<file path="src/rtl/mesh_job_scheduler.sv">
// Job sequencer for the mesh array: optional weight preload, one start pulse,
// fixed-latency wait, then hand-off of the captured result over valid/ready.
module mesh_job_scheduler #(
  parameter int DW          = 8,
  parameter int ROWS        = 12,
  parameter int COLS        = 14,
  parameter int ROW_W       = 4,
  parameter int COL_W       = 4,
  parameter int ACC_W       = 16,
  parameter int LAT_W       = 6,
  parameter int COMPUTE_LAT = 28
) (
  input  logic                   clk,
  input  logic                   rst,
  input  logic                   cmd_valid,
  output logic                   cmd_ready,
  input  logic                   cmd_reload,
  input  logic [COLS*DW-1:0]     cmd_x,
  input  logic                   w_valid,
  output logic                   w_ready,
  input  logic [DW-1:0]          w_data,
  output logic                   preload_valid,
  output logic [ROW_W+COL_W-1:0] preload_addr,
  output logic [DW-1:0]          preload_data,
  output logic                   start,
  output logic [COLS*DW-1:0]     x_vector_flat,
  input  logic [ROWS*ACC_W-1:0]  result_flat,
  output logic                   res_valid,
  input  logic                   res_ready,
  output logic [ROWS*ACC_W-1:0]  res_data,
  output logic                   busy,
  output logic                   weights_loaded,
  output logic [2:0]             dbg_state
);

  // Handshakes (cmd, w, res): a transfer happens on the rising edge where valid
  // and ready are both high; ready depends only on state, never on valid.

  typedef enum logic [2:0] {
    S_IDLE  = 3'd0,
    S_LOAD  = 3'd1,
    S_FLUSH = 3'd2,
    S_START = 3'd3,
    S_WAIT  = 3'd4,
    S_OUT   = 3'd5
  } state_t;

  localparam logic [ROW_W-1:0] ROW_LAST = ROW_W'(ROWS - 1);
  localparam logic [COL_W-1:0] COL_LAST = COL_W'(COLS - 1);
  localparam logic [LAT_W-1:0] LAT_INIT = LAT_W'(COMPUTE_LAT - 1);

  state_t                  state_q, state_d;
  logic [ROW_W-1:0]        row_q, row_d;
  logic [COL_W-1:0]        col_q, col_d;
  logic [LAT_W-1:0]        lat_q, lat_d;
  logic                    wl_q, wl_d;
  logic [COLS*DW-1:0]      x_q, x_d;
  logic                    pv_q, pv_d;
  logic [ROW_W+COL_W-1:0]  pa_q, pa_d;
  logic [DW-1:0]           pd_q, pd_d;
  logic                    rv_q, rv_d;
  logic [ROWS*ACC_W-1:0]   rd_q, rd_d;

  always_ff @(posedge clk or posedge rst) begin
    if (rst) begin
      state_q <= S_IDLE;
      row_q   <= '0;
      col_q   <= '0;
      lat_q   <= '0;
      wl_q    <= 1'b0;
      x_q     <= '0;
      pv_q    <= 1'b0;
      pa_q    <= '0;
      pd_q    <= '0;
      rv_q    <= 1'b0;
      rd_q    <= '0;
    end else begin
      state_q <= state_d;
      row_q   <= row_d;
      col_q   <= col_d;
      lat_q   <= lat_d;
      wl_q    <= wl_d;
      x_q     <= x_d;
      pv_q    <= pv_d;
      pa_q    <= pa_d;
      pd_q    <= pd_d;
      rv_q    <= rv_d;
      rd_q    <= rd_d;
    end
  end

  always_comb begin
    state_d   = state_q;
    row_d     = row_q;
    col_d     = col_q;
    lat_d     = lat_q;
    wl_d      = wl_q;
    x_d       = x_q;
    pv_d      = 1'b0;
    pa_d      = pa_q;
    pd_d      = pd_q;
    rv_d      = rv_q;
    rd_d      = rd_q;
    cmd_ready = 1'b0;
    w_ready   = 1'b0;
    start     = 1'b0;

    unique case (state_q)
      S_IDLE: begin
        // Gated by rst so every output reads 0 while reset is held.
        cmd_ready = !rst;
        if (cmd_valid) begin
          x_d = cmd_x;
          if (cmd_reload || !wl_q) begin
            row_d   = '0;
            col_d   = '0;
            wl_d    = 1'b0;
            state_d = S_LOAD;
          end else begin
            // FLUSH doubles as the settle cycle, so start always lands two
            // cycles after the event that triggers it.
            state_d = S_FLUSH;
          end
        end
      end
      S_LOAD: begin
        w_ready = 1'b1;
        if (w_valid) begin
          pv_d = 1'b1;
          pa_d = {row_q, col_q};
          pd_d = w_data;
          if (col_q == COL_LAST) begin
            col_d = '0;
            if (row_q == ROW_LAST) begin
              row_d   = '0;
              state_d = S_FLUSH;
            end else begin
              row_d = row_q + 1'b1;
            end
          end else begin
            col_d = col_q + 1'b1;
          end
        end
      end
      S_FLUSH: begin
        wl_d    = 1'b1;
        state_d = S_START;
      end
      S_START: begin
        start   = 1'b1;
        lat_d   = LAT_INIT;
        state_d = S_WAIT;
      end
      S_WAIT: begin
        if (lat_q == '0) begin
          rd_d    = result_flat;
          rv_d    = 1'b1;
          state_d = S_OUT;
        end else begin
          lat_d = lat_q - 1'b1;
        end
      end
      S_OUT: begin
        if (res_ready) begin
          rv_d    = 1'b0;
          state_d = S_IDLE;
        end
      end
      default: state_d = S_IDLE;
    endcase
  end

  assign preload_valid  = pv_q;
  assign preload_addr   = pa_q;
  assign preload_data   = pd_q;
  assign x_vector_flat  = x_q;
  assign res_valid      = rv_q;
  assign res_data       = rd_q;
  assign busy           = (state_q != S_IDLE);
  assign weights_loaded = wl_q;
  assign dbg_state      = state_q;

endmodule

</file>
<file path="config.mk">
export PLATFORM = sky130hd
export DESIGN_NAME = mesh_job_scheduler
export DESIGN_NICKNAME = d
export VERILOG_FILES = /design/src/rtl/mesh_job_scheduler.sv
export SDC_FILE = /design/constraint.sdc
export NUM_CORES = 1
export LEC_CHECK = 0
export CAP_MARGIN = 20
export CORE_AREA = 2 2 252 254
export CTS_BUF_LIST = sky130_fd_sc_hd__clkbuf_8
export DETAILED_ROUTE_END_ITERATION = 6
export DIE_AREA = 0 0 254 256
export PLACE_DENSITY = 0.52
export SETUP_SLACK_MARGIN = 0.2
export SLEW_MARGIN = 10
export SYNTH_ARGS = -nofsm -noshare
export SYNTH_HDL_FRONTEND = slang
export SYNTH_SLANG_ARGS = --single-unit
</file>
<file path="constraint.sdc">
create_clock -name clk -period 16.05 [get_ports clk]
set_input_delay 2.4075 -clock clk [delete_from_list [all_inputs] [get_ports clk]]
set_output_delay 2.4075 -clock clk [all_outputs]
set_load 0.05 [all_outputs]
</file>
### Word level (Yosys, flattened, before mapping)

Index checks and enable logic that the tools add are counted.

| storage, ports and cells | value |
|---|---|
| output and inout bits | 330 |
| bits in registers | 340 |
| word-level logic and storage cells | 78 |
| bits of input ports | 318 |

| cells by class | value |
|---|---|
| reduce and logical (&&, ||, !) cells | 19 |
| add/subtract/negate cells | 3 |
| multiplexer cells | 30 |
| equal/unequal tests | 15 |

Operators with widths:

| kind | number |
|---|---|
| two-way mux 4 bit | 7 |
| two-way mux 3 bit | 6 |
| case mux 3 bit (6 select lines) | 1 |
| != test 2 bit, second input constant | 8 |
| case mux 4 bit (2 select lines) | 2 |
| case mux 6 bit (2 select lines) | 1 |
| two-way mux 1 bit | 9 |
| adder 4 x 1 -> 4 bit, second input constant | 2 |
| equality test 4 bit, second input constant | 2 |
| AND reduction 2 bit | 4 |
| nonzero test 2 bit | 4 |
| equality test 3 x 2 -> 1 bit, second input constant | 2 |
| equality test 3 bit, second input constant | 2 |
| zero test 6 bit | 1 |
| two-way mux 6 bit | 1 |
| AND reduction 3 bit | 2 |
| AND reduction 6 bit | 1 |
| subtractor 6 x 1 -> 6 bit, second input constant | 1 |
| AND reduction 5 bit | 1 |
| case mux 1 bit (2 select lines) | 2 |
| AND reduction 4 bit | 1 |
| equality test 3 x 1 -> 1 bit, second input constant | 1 |
| zero test 3 bit | 1 |
| nonzero test 3 bit | 1 |
| 3 further kinds | 4 |

### Longest topological paths before layout

| logic depth | value |
|---|---|
| word-level depth | 5 |
| gate-level depth with buffers | 8 |

### Worst setup path after synthesis

No wires, ideal clock.

| timing path | value |
|---|---|
| path kind | input to output |
| start point | in rst |
| end point | out cmd_ready |
| path buffers | 0 |
| arrival | 3061 ps |
| cell stages on the path | 1 |
| path slack | 10581 ps |
| path through | nor2_1 |

| on the way | value |
|---|---|
| cells in the longest elaborated chain, start to end | 2 |

RTL lines:

| item | RTL line | RTL |
|---|---|---|
| from (decl) | 14 | `input logic rst,` |
| zero test 1 bit | 111 | `cmd_ready = !rst;` |
| two-way mux 1 bit | 108 | `unique case (state_q)` |
| to (decl) | 16 | `output logic cmd_ready,` |

Every way passes these cells.

### Worst setup path after layout

Ends and elaborated chain as after synthesis.

==> flow_summary.json <==
{
  "run_status": "finished, final reports clean",
  "drive_above_1_share_pct": 28.2,
  "drv_slew": 0,
  "synthFlopType": "dfrtp_1",
  "tightest_slew_ps": 942,
  "finalNonFillerCells": 2371,
  "fin_crit_sh_pct": 39.7,
  "finalSetupViolCount": 0,
  "ctsResizeCount": 0,
  "htreeDepth": 2,
  "area_delta_synth_final_pct": 61.4,
  "antenna_found_initial": 3,
  "layout.nets": 1801,
  "port_buffers": 647,
  "synth_top_area_share_pct": 61.3,
  "die_area_um2": 65000,
  "syn_avg_cell_area_um2": 17.3,
  "cts-root-buf": "clkbuf_8",
  "grt_pass1_wl_mm": 65.2,
  "dpl.hpwl_mm": 31.6,
  "synth_edf_count": 0,
  "clock.fmax_mhz": 157,
  "netlist_instances": 802,
  "cts_sinks": 340,
  "hold_slack_ps": 501,
  "grtUsageTotal_pct": 13.1,
  "dr.pass1.iters": 4,
  "die_h_um": 256,
  "ys_top_cells_by_area": "dfrtp_1 (61%), mux2_4 (19%), mux2_2 (11%), buf_12 (1.6%), buf_6 (0.81%)",
  "cts_setup_buffers": 0,
  "die_w_um": 254,
  "endpoint_kind": "output pin",
  "coreArea_um2": 62400,
  "power.density_nw_per_um2": 233,
  "route.vias.total": 9329,
  "clockBufferDepth": 3,
  "start_util_pct": 22.2,
  "drc_errors": 0,
  "syn_area_um2": 13900,
  "synth_seq_area_share_pct": 61.3,
  "grt_overflow": 0,
  "async_reset_ff_share_pct": 100,
  "start_kind": "input pin",
  "synth_warnings": 0,
  "ant_nets": 0,
  "routabilityCongestion": 0.736,
  "netlist_top_cells_count": "dfrtp_1 (340), mux2_4 (180), mux2_2 (140), buf_2 (16), nand2_1 (13)",
  "drv_cap": 0,
  "yosysUniqueCellTypes": 48,
  "syn-num-nets": 1123,
  "peakVddDrop_uv": 123,
  "rsz0062_at_grt": "false",
  "synth_most_common_cell": "dfrtp_1",
  "grt_pass1_vias": 10300,
  "p_leak_nw": 9.88,
  "grt_max_degree": 116,
  "cts_tree": "built",
  "drt-initial-drc-count": 309,
  "dp.cells": 2260,
  "hold_viol": 0,
  "path_max_fanout": 2,
  "skew_ps": 19.4,
  "slew_headroom_pct": 37.2,
  "arrival_ps": 3960,
  "synth_top_area_cell": "dfrtp_1",
  "io_pins": 648,
  "cts_buffers": 61,
  "cp_data_required_time_ps": 13640,
  "wl_mm": 43.6,
  "cts.clk_slew.worst_paths_ps": 50,
  "viasPerCell": 3.93,
  "path_class": "input pin to output pin",
  "rows": 92,
  "tns_ps": 0,
  "synth_seq_cells": 340,
  "hold_path.class": "register to register",
  "period_minus_slack_ps": 6370,
  "clk-insertion-delay-late_ps": 650,
  "cts_hold_buf": 0,
  "routedWlPerCell_um": 18.4
}
## placed cells by master (no fill, tap or decap), types with 6 or more instances in the layout
cell             netlist  layout
clkdlybuf4s50_1        0     647
dfrtp_1              340     340
buf_4                  0       6
mux2_2               140     140
nand2_1               13      13
mux2_4               180     180
inv_1                  7      22
nor2_1                 9       9
nand3_1                6       6
clkinv_2               0       9
o21ai_0                8       8
clkbuf_8               0      78
## layer usage
layer | vias to the layer above | routed length [um] | track usage, %
met2 | 351 | 22400 | 23.1
li1 | 4199 | - | -
met3 | 78 | 3670 | 4.50
met5 | - | 29 | 0
met4 | 4 | 1090 | 4.22
met1 | 4697 | 16400 | 14.5
## cells by family after synthesis
logic type | synth area share, %
muxes | 31.0
DFF | 61.3
adders and majority gates | 0.270
AOI/OAI and AO/OA | 1.36
buffers and inverters | 3.30
and+or+nand+nor | 2.67
xor gates and xnor gates | 0.126
## layout make-up
cell class,count,area (um^2)
tap,846,1060
clock buffer,78,1070
antenna,1,2.50
clock inverter,29,160
timing repair buffer,657,6620
inverter,7,33.8
sequential,340,8510
multi-input combinational,413,4940
fill,6075,40000
## final timing paths
kind / start / end / slack (ps) / depth (start not counted)
min reg2reg: x_vector_flat[67] / x_vector_flat[67] / 500 / 1
min in group asynchronous: rst / x_vector_flat[49] / 2350 / 2
max in group asynchronous: rst / res_data[124] / 11920 / 6
max reg2reg: lat_q[1] / res_data[92] / 12950 / 7
min: x_vector_flat[67] / x_vector_flat[67] / 500 / 1
max: rst / cmd_ready / 9680 / 3
## worst max-delay path, stage by stage
cell and delay, ps:
clkdlybuf4s50_1 520, nor2_1 200, clkdlybuf4s50_1 830
## registers in the layout (all words and copies together), names as in the netlist
signal and flops:
col_q 4, dbg_state 3, lat_q 6, preload_addr 8, preload_data 8, preload_valid 1, res_data 192, res_valid 1
row_q 4, weights_loaded 1, x_vector_flat 112
## stage by stage
stage	setup slack [ps]	power, W	area (um^2)	utilization (%)
after floorplan	4220	0.00338	13900	-
after CTS	9660	0.00531	22300	35.8
final	9680	0.00523	22400	35.9
after global placement	9660	0.00442	21100	33.8
after global routing	9620	0.00547	22400	35.9
after detailed placement	9680	0.00443	21100	33.8
## power breakdown
group	switching (W)	total (W)	leakage [nW]	internal (W)
Clock	0.000375	0.000825	0.705	0.000449
Combinational	0.00179	0.00292	5.16	0.00114
Sequential	0.000236	0.00148	4.01	0.00124
Total	0.00240	0.00523	9.88	0.00283
Note: power is estimated with default switching activity, not from simulation.
